$ cat src/rtl/regfile_wb_arbiter.sv
// Write-port arbiter for the 32x32 register file: round-robin grant among NREQ writeback units,
// registered wn/d/we output stage with $0 suppression and flush. Build option:
// REGFILE_WB_ARB_FIXED_PRIO_EN selects fixed priority (requester 0 highest) instead of round-robin.
module regfile_wb_arbiter #(
  parameter int NREQ = 3
) (
  input  logic               clk,
  input  logic               clrn,
  input  logic [NREQ-1:0]    req,
  input  logic [5*NREQ-1:0]  req_wn,
  input  logic [32*NREQ-1:0] req_d,
  input  logic               flush,
  output logic [NREQ-1:0]    gnt,
  output logic [4:0]         wn,
  output logic [31:0]        d,
  output logic               we,
  output logic               busy
);

  localparam int PtrW = (NREQ > 1) ? $clog2(NREQ) : 1;

  logic [PtrW-1:0] ptr;
  logic [PtrW-1:0] sel_idx;
  logic [PtrW-1:0] scan_idx;
  logic            granted;
  logic [4:0]      sel_wn;
  logic [31:0]     sel_d;

  logic [4:0]      wn_q, wn_d;
  logic [31:0]     d_q, d_d;
  logic            we_q, we_d;

`ifdef REGFILE_WB_ARB_FIXED_PRIO_EN
  assign ptr = '0;
`else
  logic [PtrW-1:0] ptr_q, ptr_d;

  always_comb begin
    ptr_d = ptr_q;
    if (granted) begin
      ptr_d = (sel_idx == PtrW'(NREQ - 1)) ? '0 : sel_idx + 1'b1;
    end
  end

  always_ff @(posedge clk) begin
    if (!clrn) begin
      ptr_q <= '0;
    end else begin
      ptr_q <= ptr_d;
    end
  end

  assign ptr = ptr_q;
`endif

  // Scan ptr, ptr+1, ... modulo NREQ; first set request wins.
  always_comb begin
    gnt      = '0;
    granted  = 1'b0;
    sel_idx  = '0;
    scan_idx = '0;
    for (int k = 0; k < NREQ; k++) begin
      scan_idx = PtrW'((int'(ptr) + k) % NREQ);
      if (!granted && req[scan_idx]) begin
        granted       = 1'b1;
        sel_idx       = scan_idx;
        gnt[scan_idx] = 1'b1;
      end
    end
    if (!clrn) begin
      gnt     = '0;
      granted = 1'b0;
    end
  end

  always_comb begin
    sel_wn = '0;
    sel_d  = '0;
    for (int i = 0; i < NREQ; i++) begin
      if (gnt[i]) begin
        sel_wn = req_wn[5*i +: 5];
        sel_d  = req_d[32*i +: 32];
      end
    end
  end

  // A $0 or flushed grant still completes; only the write enable is dropped.
  always_comb begin
    wn_d = wn_q;
    d_d  = d_q;
    we_d = 1'b0;
    if (granted) begin
      wn_d = sel_wn;
      d_d  = sel_d;
      we_d = (sel_wn != 5'd0) && !flush;
    end
  end

  always_ff @(posedge clk) begin
    if (!clrn) begin
      wn_q <= '0;
      d_q  <= '0;
      we_q <= 1'b0;
    end else begin
      wn_q <= wn_d;
      d_q  <= d_d;
      we_q <= we_d;
    end
  end

  assign wn   = wn_q;
  assign d    = d_q;
  assign we   = we_q;
  assign busy = clrn && |(req & ~gnt);

endmodule

$ cat config.mk
export PLATFORM = sky130hd
export DESIGN_NAME = regfile_wb_arbiter
export DESIGN_NICKNAME = d
export VERILOG_FILES = /design/src/rtl/regfile_wb_arbiter.sv
export SDC_FILE = /design/constraint.sdc
export NUM_CORES = 1
export LEC_CHECK = 0
export BUFFER_PORTS_ARGS = -buffer_cell sky130_fd_sc_hd__buf_2
export CAP_MARGIN = 40
export CORE_ASPECT_RATIO = 0.6
export CORE_MARGIN = 2
export CORE_UTILIZATION = 43
export DETAILED_ROUTE_END_ITERATION = 12
export GPL_ROUTABILITY_DRIVEN = 0
export PLACE_DENSITY = 0.85
export SLEW_MARGIN = 20
export SYNTH_ARGS = -nofsm -noshare
export SYNTH_HDL_FRONTEND = slang
export SYNTH_SLANG_ARGS = --single-unit
$ cat constraint.sdc
create_clock -name clk -period 3.4 [get_ports clk]
set_input_delay 0.68 -clock clk [delete_from_list [all_inputs] [get_ports clk]]
set_output_delay 0.68 -clock clk [all_outputs]
set_load 0.03 [all_outputs]
==> flow_summary_export.csv <==
group,metric,value,unit
place,dp_hpwl,6.601,mm
timing,setup_tns,0,ns
timing,timing.final.crit_period,3.226,ns
place,dp.cells,552,
detailed_routing,wl,9.248,mm
setup_path,path_cells,"inv_1, ha_2, nand2b_1, o21ai_0, and4_1, nor2_2, a222oi_1, nor2_1, buf_2",
setup_path,max_stage_delay,0.39,ns
pwr,ir_worst_vdd,0.0002148,V
timing,min_period_over_period,94.88,%
floorplanning,fp-row-count,21,
global_route,grt_usage,27.19,%
setup_path,worstSetupStartpointType,"flop",
final_layout,post_layout_nonfiller_instances,560,
cts,path_clk_slew,0.08,ns
global_route,grt_pass1_wl,14.73,mm
timing,hold_viol_final,0,
synthesis,synthCells,335,
floorplanning,initial_core_util,45.22,%
setup_path,path_max_fanout,14,
timing,finalSetupViolations,0,
setup_path,end_kind,"output pin",
timing,fmax,0.3100,GHz
timing,skew,0.006339,ns
synthesis,synth.cell_area,0.002566,mm2
setup_path,cp.arrival,2.55,ns
synthesis,synthMuxAreaShare,1.560,%
global_route,grt_pass1_vias,3102,
timing,grt_setup_unrepaired,"false",
timing,holdWs,0.4540,ns
detailed_routing,detail-route-antenna-nets,0,
cts,clock-root-buffer,"clkbuf_8",
synthesis,synth_compound_gate_area_share,37.74,%
setup_path,worstSetupPathType,"reg2out",
timing,relSlewSlack,56.00,%
synthesis,synth_top_family_by_area,"compound AO/OA/AOI/OAI gates",
floorplanning,io_pins,159,
synthesis,avgSynthCellArea,7.660,um2
cts,clockBufferDepth,2,
setup_path,cp.buffers_inverters,2,
floorplanning,chipWidth,103.7,um
pwr,leakagePower,1.591,nW
synthesis,ys_ff_latch,40,
floorplanning,dieArea,0.006622,mm2
global_route,grt-ovfl-total,0,
detailed_routing,route.detailed.drc,0,
cts,cts_tree,"built",
cts,htree_levels,2,
synthesis,synth-edff-count,0,
final_layout,final_common_cell,"buf_2",
synthesis,yosys.cell_types.count,44,
timing,slew_viol_final,0,
synthesis,async_reset_ff_share,0,%
floorplanning,die_y,63.84,um
final_layout,area_growth,37.54,%
final_layout,layout-drive-gt1-share,38.13,%
synthesis,synth_xor_area_share,0,%
cts,numCtsBuffers,5,
detailed_routing,drt_iter0_markers,464,
cts,post_cts_buffers,0,
synthesis,synthAdderAreaFrac,1.950,%
global_route,antenna_found_initial,0,
pwr,post-layout-total-power,1.544,mW
place,place.port_buffers,158,
synthesis,yosysSeqAreaShare,31.20,%
timing,tightest_slew,0.6585,ns
setup_path,crit_family,"simple AND/OR/NAND/NOR gates",
floorplanning,coreArea,0.005675,mm2
cts,clk_latency,0.29,ns
pwr,p_per_area,437.5,mW/mm2
cts,clock-sinks,40,
setup_path,slowest_stage,"dfxtp_1",
final_layout,antennaDiodeCount,0,
synthesis,ys_warn_count,0,
cts,hold_buffers,0,
synthesis,synth_top_flop_cell,"dfxtp_1",
min_path,hp-class,"reg2reg",
run,maxCapViolations,0,
global_route,grt_max_degree,39,
run_status,outcome,"finished clean",
final_layout,final_util,62.19,%
detailed_routing,vias,3264,
detailed_routing,post_drt_wl_per_cell,16.51,um
synthesis,syn_nets,456,
setup_path,cp.required,2.72,ns
detailed_routing,dr.pass1.iters,5,
final_layout,mostFrequentLayoutCells,"buf_2, nand2_1, a21oi_1, dfxtp_1, a31oi_1",
final_layout,layout.nets,600,
detailed_routing,routed_via_density,5.829,
synthesis,synth_simple_gate_area_share,21.31,%
==> layout make-up <==
| cell class | instances | area [um2] |
|---|---|---|
| multi-input cells | 257 | 1627 |
| repair buffers | 170 | 893.4 |
| clock buffers | 8 | 90.09 |
| flip-flops and latches | 40 | 800.8 |
| inverters | 5 | 18.77 |
| fillers | 507 | 2146 |
| well taps | 80 | 100.1 |
==> worst paths after layout <==
kind,end,slack [ns],cells past startpoint,startpoint
worst min register to register,d[12],0.45,2,d[12]
worst max-delay path,busy,0.17,9,ptr[0]
worst max register to register,d[1],0.48,10,ptr[0]
worst min-delay path,d[12],0.45,2,d[12]
==> metal layers <==
metal | GRT usage (%) | vias to the layer above | routed length [um]
li1 | - | 1543 | -
met1 | 34.16 | 1509 | 3968
met2 | 44.78 | 198 | 4072
met3 | 8.367 | 14 | 1036
met4 | 9.291 | 0 | 170
met5 | 0 | - | 0
==> synth_stat cells, types with 2 or more instances <==
library cell	number	area, um2
and2_1	2	12.51
nand3_1	33	165.2
a211o_1	4	35.03
o21ai_0	4	20.02
mux2i_1	4	40.04
a2bb2o_1	32	320.3
nand2b_1	11	68.82
buf_2	7	35.03
a21oi_1	41	205.2
ha_1	4	50.05
dfxtp_1	40	800.8
a31oi_1	35	219.0
inv_1	4	15.01
o22ai_1	2	12.51
nor2_1	7	26.28
a22oi_1	3	22.52
nand2_1	49	183.9
a32o_1	2	20.02
clkbuf_1	24	90.09
and3_1	3	18.77
==> metrics by stage <==
| step | instance area [um2] | setup WS (ns) |
|---|---|---|
| after floorplan | 2566 | 0.3262 |
| after global placement | 3437 | 0.5219 |
| after detailed placement | 3437 | 0.4103 |
| after CTS | 3527 | 0.07755 |
| after global routing | 3530 | 0.04291 |
| final | 3530 | 0.1742 |
==> flip-flops by register name, summed over array words and instances (netlist names) <==
name,flops
wn,5
ptr,2
we,1
d,32
==> logic make-up (layout without fill, tap and decap cells) <==
kind of cell,after synthesis,after routing
simple gates,114,114
compound gates,135,135
buf+inv,38,183
mux,4,4
flops,40,40
fa+ha+maj,4,4
==> worst reg2reg max path, stage by stage, from the launching register on <==
cell and delay (ns):
dfxtp_1 0.39, inv_1 0.09, ha_2 0.38, nand2b_1 0.19, o21ai_0 0.29, nand4_1 0.33
nand2_1 0.40, buf_12 0.23, a31oi_1 0.11, a2bb2o_1 0.28, a21oi_1 0.15
==> where the power goes <==
group / internal (mW) / switching, mW
combinational: 0.259 / 0.400
clock: 0.166 / 0.168
sequential: 0.523 / 0.0277
==> repair_timing <==
action                                  in CTS  in global routing
resized for setup                            0                  1
endpoints found under the setup margin       0                  2
hold endpoints to repair                     0                  0
Note: power is estimated with default switching activity, not from simulation.
